==> src/rtl/thread_pkg.sv <==
// Shared thread-count constants and types for the barrel-pipeline thread logic.
// Any block that indexes or masks hardware threads imports this package.
package thread_pkg;

  localparam int NUM_THREADS       = 8;
  localparam int THREAD_INDEX_BITS = 3;

  typedef logic [NUM_THREADS-1:0]       thread_mask_t;
  typedef logic [THREAD_INDEX_BITS-1:0] thread_idx_t;

  function automatic thread_mask_t idx_to_onehot(input thread_idx_t idx);
    return thread_mask_t'(1) << idx;
  endfunction

endpackage

==> src/rtl/rr_priority_picker.sv <==
// Combinational round-robin picker: returns the first requester found searching
// upward from ptr+1, wrapping. N must be a power of two.
module rr_priority_picker #(
  parameter int N  = 8,
  parameter int IW = 3
) (
  input  logic [N-1:0]  req,
  input  logic [IW-1:0] ptr,
  output logic          grant_valid,
  output logic [IW-1:0] grant_index
);

  logic [IW-1:0]  start;
  logic [2*N-1:0] doubled;
  logic [N-1:0]   rotated;
  logic [IW-1:0]  offset;

  // start wraps naturally because N is a power of two
  assign start   = ptr + IW'(1);
  assign doubled = {req, req};
  assign rotated = doubled[start +: N];

  always_comb begin
    offset = '0;
    for (int i = N - 1; i >= 0; i--) begin
      if (rotated[i]) begin
        offset = IW'(i);
      end
    end
  end

  assign grant_valid = |req;
  assign grant_index = offset + start;

endmodule

==> src/rtl/thread_fetch_scheduler.sv <==
// Chooses the hardware thread the fetch stage issues from each cycle, round-robin
// over threads that are active and not blocked, honouring fetch back-pressure.
module thread_fetch_scheduler
  import thread_pkg::*;
#(
  parameter int           BLOCK_CNT_BITS    = 4,
  parameter thread_mask_t RESET_ACTIVE_MASK = 8'h01
) (
  input  logic                      clk,
  input  logic                      reset,
  input  thread_mask_t              thread_enable_set,
  input  thread_mask_t              thread_enable_clr,
  input  logic                      block_valid,
  input  thread_idx_t               block_thread_index,
  input  logic [BLOCK_CNT_BITS-1:0] block_cycles,
  input  logic                      fetch_stall,
  output logic                      out_fetch_valid,
  output thread_idx_t               out_thread_index,
  output thread_mask_t              out_active_mask,
  output thread_mask_t              out_ready_mask
);

  thread_mask_t                active_mask;
  logic [BLOCK_CNT_BITS-1:0]   block_cnt [NUM_THREADS];
  thread_idx_t                 rr_ptr;
  logic                        fetch_valid_q;
  thread_idx_t                 thread_index_q;

  thread_mask_t                block_vec;
  thread_mask_t                ready_mask;
  thread_mask_t                elig_mask;
  logic                        grant_valid;
  thread_idx_t                 grant_index;

  always_comb begin
    block_vec = '0;
    if (block_valid && (block_cycles != '0)) begin
      block_vec = idx_to_onehot(block_thread_index);
    end
  end

  always_comb begin
    ready_mask = '0;
    for (int i = 0; i < NUM_THREADS; i++) begin
      ready_mask[i] = active_mask[i] && (block_cnt[i] == '0);
    end
  end

  // A clear or block requested this cycle already keeps the thread out of this edge's pick
  assign elig_mask = ready_mask & ~thread_enable_clr & ~block_vec;

  rr_priority_picker #(
    .N  (NUM_THREADS),
    .IW (THREAD_INDEX_BITS)
  ) u_picker (
    .req         (elig_mask),
    .ptr         (rr_ptr),
    .grant_valid (grant_valid),
    .grant_index (grant_index)
  );

  always_ff @(posedge clk) begin
    if (reset) begin
      active_mask <= RESET_ACTIVE_MASK;
    end else begin
      active_mask <= (active_mask | thread_enable_set) & ~thread_enable_clr;
    end
  end

  // A fresh block load replaces any count in progress and skips that edge's decrement
  always_ff @(posedge clk) begin
    for (int i = 0; i < NUM_THREADS; i++) begin
      if (reset) begin
        block_cnt[i] <= '0;
      end else if (block_vec[i]) begin
        block_cnt[i] <= block_cycles;
      end else if (block_cnt[i] != '0) begin
        block_cnt[i] <= block_cnt[i] - BLOCK_CNT_BITS'(1);
      end
    end
  end

  always_ff @(posedge clk) begin
    if (reset) begin
      rr_ptr         <= thread_idx_t'(NUM_THREADS - 1);
      fetch_valid_q  <= 1'b0;
      thread_index_q <= '0;
    end else if (!fetch_stall) begin
      if (grant_valid) begin
        fetch_valid_q  <= 1'b1;
        thread_index_q <= grant_index;
        rr_ptr         <= grant_index;
      end else begin
        fetch_valid_q  <= 1'b0;
      end
    end
  end

  assign out_fetch_valid  = fetch_valid_q;
  assign out_thread_index = thread_index_q;
  assign out_active_mask  = active_mask;
  assign out_ready_mask   = ready_mask;

endmodule

==> config.mk <==
export PLATFORM = sky130hd
export DESIGN_NAME = thread_fetch_scheduler
export DESIGN_NICKNAME = d
export VERILOG_FILES = /design/src/rtl/thread_pkg.sv /design/src/rtl/rr_priority_picker.sv /design/src/rtl/thread_fetch_scheduler.sv
export SDC_FILE = /design/constraint.sdc
export NUM_CORES = 1
export LEC_CHECK = 0
export CAP_MARGIN = 20
export CORE_AREA = 3 3 83 104
export DETAILED_ROUTE_END_ITERATION = 10
export DIE_AREA = 0 0 86 107
export HOLD_SLACK_MARGIN = 0.03
export PLACE_DENSITY_LB_ADDON = 0.1
export SETUP_SLACK_MARGIN = 0.2
export SKIP_LAST_GASP = 1
export SLEW_MARGIN = 0
export SYNTH_ARGS = -nofsm -noshare
export SYNTH_HDL_FRONTEND = slang
export SYNTH_SLANG_ARGS = --single-unit
==> constraint.sdc <==
create_clock -name clk -period 12.26 [get_ports clk]
set_input_delay 1.839 -clock clk [delete_from_list [all_inputs] [get_ports clk]]
set_output_delay 1.839 -clock clk [all_outputs]
set_load 0.02 [all_outputs]
Word-level counts from Yosys, hierarchy flattened:

Memories as Yosys holds them, arrays and structs flattened.
Cells that the tools add are included.

* bits in registers: 15
* RAM bits: 32
* output and inout bits: 20
* memories: 1

* add/subtract/negate cells: 10
* shift operators: 2
* multiplexer cells: 84
* bitwise gates (word level): 23
* reductions and logical operators: 28

Memories
* block_cnt: words 8, width 4, read ports 8, clocked after Yosys merged registers in 0, write ports 8, RTL line thread_fetch_scheduler.sv:24 `logic [BLOCK_CNT_BITS-1:0] block_cnt [NUM_THREADS];`

Operators by type and width (count)
* 4-bit 2-to-1 mux: 16
* 1-bit 2-to-1 mux: 59
* 4-bit nonzero test: 9
* 4-bit logical NOT: 8
* 4-bit by 1-bit subtractor with 4-bit output, second input constant: 8
* 8-bit AND: 3
* 3-bit 2-to-1 mux: 8
* 8-bit inverter: 2
* 1-bit OR: 16
* 16-bit by 4-bit indexed part select with 8-bit output: 1
* 1-bit logical AND: 9
* 8-bit 2-to-1 mux: 1
* 8-bit OR: 1
* 8-bit OR reduction: 1
* 1-bit by 3-bit << shifter with 8-bit output, first input constant: 1
* 3-bit by 1-bit adder with 3-bit output, second input constant: 1
* 3-bit adder: 1
* 2-bit AND reduction: 1
* 1-bit inverter: 1

Longest topological paths before layout:

* depth in word-level cells: 15
* mapped depth: 17

Modules after synthesis:

From an unflattened synthesis, not the netlist that was laid out.

* cell total of the unflattened synthesis: 379
* area total of the unflattened synthesis: 3535.9 µm²

By module, submodules not included
* thread_fetch_scheduler: times used 1, cells an instance 334, area an instance 3075.4 µm²
* rr_priority_picker: times used 1, cells an instance 45, area an instance 460.4 µm²

Worst setup path before layout:

OpenSTA, ideal clock, no wires.

* kind: input-to-reg
* start: input block_cycles[3]
* end: register rr_ptr[2]
* setup time: 72 ps
* data arrival time: 5346 ps
* slack: 6842 ps
* cell stages on the path: 16
* cells stage by stage: buf_2 o41a_4 a2111o_1 a21boi_0 mux4_2 o21ai_0 a21boi_0 o21ai_0 and2_1 ha_1 inv_1 fa_1 xnor2_1 or3_1 a21oi_1 mux2i_1

* word-level cells in the longest chain between the ends: 15
* elaborated cells on any way between the ends: 17

Ends and longest elaborated chain
* from (decl): RTL line thread_fetch_scheduler.sv:15 `input logic [BLOCK_CNT_BITS-1:0] block_cycles,`
* 4-bit nonzero test (*): RTL line thread_fetch_scheduler.sv:37 `if (block_valid && (block_cycles != '0)) begin`
* 1-bit logical AND (*): RTL line thread_fetch_scheduler.sv:37
* 8-bit 2-to-1 mux (*): RTL line thread_fetch_scheduler.sv:37
* 8-bit inverter (*): RTL line thread_fetch_scheduler.sv:50 `assign elig_mask = ready_mask & ~thread_enable_clr & ~block_vec;`
* 8-bit AND (*): RTL line thread_fetch_scheduler.sv:50
* 16-bit by 4-bit indexed part select with 8-bit output: RTL line rr_priority_picker.sv:21 `assign rotated = doubled[start +: N];`
* 3-bit 2-to-1 mux (8 in series): RTL line rr_priority_picker.sv:26 `if (rotated[i]) begin`
* 3-bit adder: RTL line rr_priority_picker.sv:33 `assign grant_index = offset + start;`
* to (signal assigned): RTL line thread_fetch_scheduler.sv:85 `rr_ptr <= thread_idx_t'(NUM_THREADS - 1);`
* to (signal assigned): RTL line thread_fetch_scheduler.sv:92 `rr_ptr <= grant_index;`
* to (decl): RTL line thread_fetch_scheduler.sv:25 `thread_idx_t rr_ptr;`

Mark *: on every way between the ends. The rest lies on a longest branch, timed or not.
A chain may end at the register's enable or synchronous reset.

Worst setup path in the final report:

* start: input block_cycles[1]
* end: register rr_ptr[2]

Same word-level chain as after synthesis.

==> metrics.md <==
| Metric | Value |
|---|---|
| Sequential share of the synthesized area | between 30% and 40% |
| DRC violations left | 0 |
| GRT Util Overall | about 20% |
| Synth Area in XOR/XNOR | roughly 4.8% |
| Initial DRC count | roughly 250 |
| CP max FO | 12 |
| Post-synth cell types | 50 |
| DR vias/cell | slightly below 6 |
| Post-route setup TNS | 0 ns |
| I/O pin count | 47 |
| Tightest Pin Transition | ~1 ns |
| H-tree levels | 2 |
| Yosys warning count | 0 |
| Mux cell area share after synthesis | about 1.2% |
| Ys flop type | edfxtp_1 |
| Clock Tree Buf Depth | 2 |
| PortBufs | 46 |
| Synth top area cells | edfxtp_1, dfxtp_1, ha_1, nand2_1, o21ai_0 |
| GR Overflow Total | 0 |
| Post-CTS Hold Buffers | 0 |
| Simple-Gate Fraction of Synth Area | a little under a quarter |
| Gpl congestion | between 0.8 and 0.9 |
| Ys async rst share | 0% |
| Worst Setup Slack, final | slightly below 6 ns |
| Critical Path RT | about 13 ns |
| Core Area | ~7800 um^2 |
| Pwr Total | between 0.9 and 1 mW |
| Rel. slew slack | about 33% |
| Post-synth EDFFs | 32 |
| Tightest hold margin | about 0.47 ns |
| Min-delay src | out_thread_index[2] |
| Vias in the first global route | 2985 |
| Via count | ~3100 |
| Crit path DAT | between 6 and 7 ns |
| DPL Wire Length | 6.99 mm |
| Clk pin slew, worst setup/hold paths | about 0.080 ns |
| First-pass GRT wire length | between 10 and 15 mm |
| CTS tree | yes |
| Fill cell count | roughly 740 |
| Top cell type's share of synthesized area | between 20% and 30% |
| Fmax achieved | 156 MHz |
| Crit path from | block_cycles[1] |
| Clk sinks | 47 |
| Yosys top cell by area | edfxtp_1 |
| Finished Core Util | a little over half |
| Cell Rows | 36 |
| PD cells | roughly 230 nW/um^2 |
| Post-route cell area | between 4000 and 5000 um^2 |
| Main combinational cell family by area after synthesis | simple AND/OR/NAND/NOR gates |
| Placement Cell Area | 3970 um^2 |
| Largest net degree at the start of global routing | 37 |
| Dpl cells | around 520 |
| First-pass DRT Iterations | 4 |
| Synth Area in Compound Gates | ~22% |
| RR Startpoint | rr_ptr[0] |
| WS Path Type | in2reg |
| Antenna violations before repair | 0 |
| Worst hold path type | reg2reg |
| Remaining antenna violation count after routing | 0 |
| Root Buffer Master | clkbuf_8 |
| Setup WS pre-CTS | approximately 5.6 ns |
| Drt wl/cell | between 15 and 20 um |
| Mapped Nets | between 400 and 500 |
| Most common cell in the netlist | nand2_1 |
| RSZ-0062 raised after global routing | false |
| Clk_lat worst skew | 0.31 ns |
| Max-slew violations | 0 |
| Antenna fix cells | 0 |
| Worst setup EP type | flip-flop |
| Commonest cells in the synthesized netlist | nand2_1, nor2_1, edfxtp_1, o21ai_0, inv_1 |
| Synth Area in Adders | 7.12% |
| Outcome | finished, final reports clean |
| Total wire length | 9.12 mm |
| Nets | ~480 |
| Max-cap violations | 0 |
| Finish-stage setup viols | 0 |
| Synth Cell Area | 3440 um^2 |
| Area Growth Syn to Fin | 18.0% |
| Tmin final | ~6.4 ns |
| Fin crit share | 52.5% |
| Post-CTS resize count | 0 |
| Peak supply drop | between 0.00015 and 0.0002 V |
| Final Hold Fails | 0 |
| FF+latch count, synth | 47 |
| Skew final | around 0.0090 ns |
| CTS buffer count | 5 |
| Die width | between 80 and 90 um |
| Synth Instances | between 300 and 400 |
| Setup bufs post-CTS | 0 |
| Initial Util | 44.2% |
| CP Launch Type | input port |
| Leak | 1.47 nW |
| Avg Cell Area, Syn | about 8.7 um^2 |
| Non-filler cells, final | around 530 |
| Die Ht | between 100 and 150 um |
| Die area | just over 9000 um^2 |
| Layout cell share with drive strength beyond 1 | under 10% |
-- cell usage in the layout (no fill, tap or decap), types with 7 or more instances in the layout --
master / count
a211o_1: 13
a21oi_1: 17
clkdlybuf4s50_1: 46
dfxtp_1: 15
edfxtp_1: 32
ha_1: 18
inv_1: 28
nand2_1: 51
nand3_1: 10
nand4_1: 8
nor2_1: 35
nor3_1: 22
nor4bb_1: 7
o211ai_1: 16
o21ai_0: 32
xnor2_1: 18
-- path summary, 6_finish.rpt --
| path | cells past startpoint | slack, ns | to |
|---|---|---|---|
| hold reg to reg | 2 | 0.47 | out_thread_index[2] |
| setup / recovery | 16 | 5.83 | rr_ptr[2] |
| setup reg to reg | 16 | 7.32 | rr_ptr[2] |
| hold / removal | 2 | 0.47 | out_thread_index[2] |
-- cells by family after synthesis --
kind of cell,after synthesis
AO/OA/AOI/OAI,107
XOR/XNOR,19
adder cells (fa/ha/maj),19
buffers and inverters,44
flip-flops,47
multiplexers,3
AND/OR/NAND/NOR,156
-- layout make-up --
type	count	area [um^2]	share of cell area (%)
timing repair buffer	49	483	11.9
tap	95	119	2.93
clock buffer	6	82.6	2.03
inverter	28	105	2.59
multi-input combinational	304	2000	49.2
clock inverter	2	11.3	0.277
sequential	47	1260	31.0
-- per-layer routing --
layer	track usage [%]	wire length, um	up-vias
met5	0	0	-
met4	6.90	151	0
met3	3.31	370	11
met2	33.6	4570	65
met1	25.7	4040	1479
li1	-	-	1558
-- sequential cells by signal (all words and copies together) (netlist names) --
signal            cells
out_active_mask       8
block_cnt            32
out_thread_index      3
rr_ptr                3
out_fetch_valid       1
-- power breakdown --
group / leakage (nW) / internal (mW) / total [mW] / switching [mW]
logic: 0.944 / 0.237 / 0.546 / 0.309
clock network: 0.0449 / 0.0451 / 0.0997 / 0.0546
registers: 0.483 / 0.246 / 0.289 / 0.0431
total: 1.47 / 0.528 / 0.934 / 0.407
-- worst max-delay path, cell delays in order --
cell and delay (ns):
clkdlybuf4s50_1 0.66, o41ai_2 1.02, o2111ai_1 0.37, a21boi_0 0.23, mux4_2 0.51, o21ai_0 0.17, a21boi_0 0.09, o21ai_0 0.16
and2_1 0.16, ha_1 0.15, inv_1 0.05, fa_1 0.43, xnor2_1 0.15, or3_1 0.30, a21oi_1 0.18, mux2i_1 0.19
Note: power is estimated with default switching activity, not from simulation.
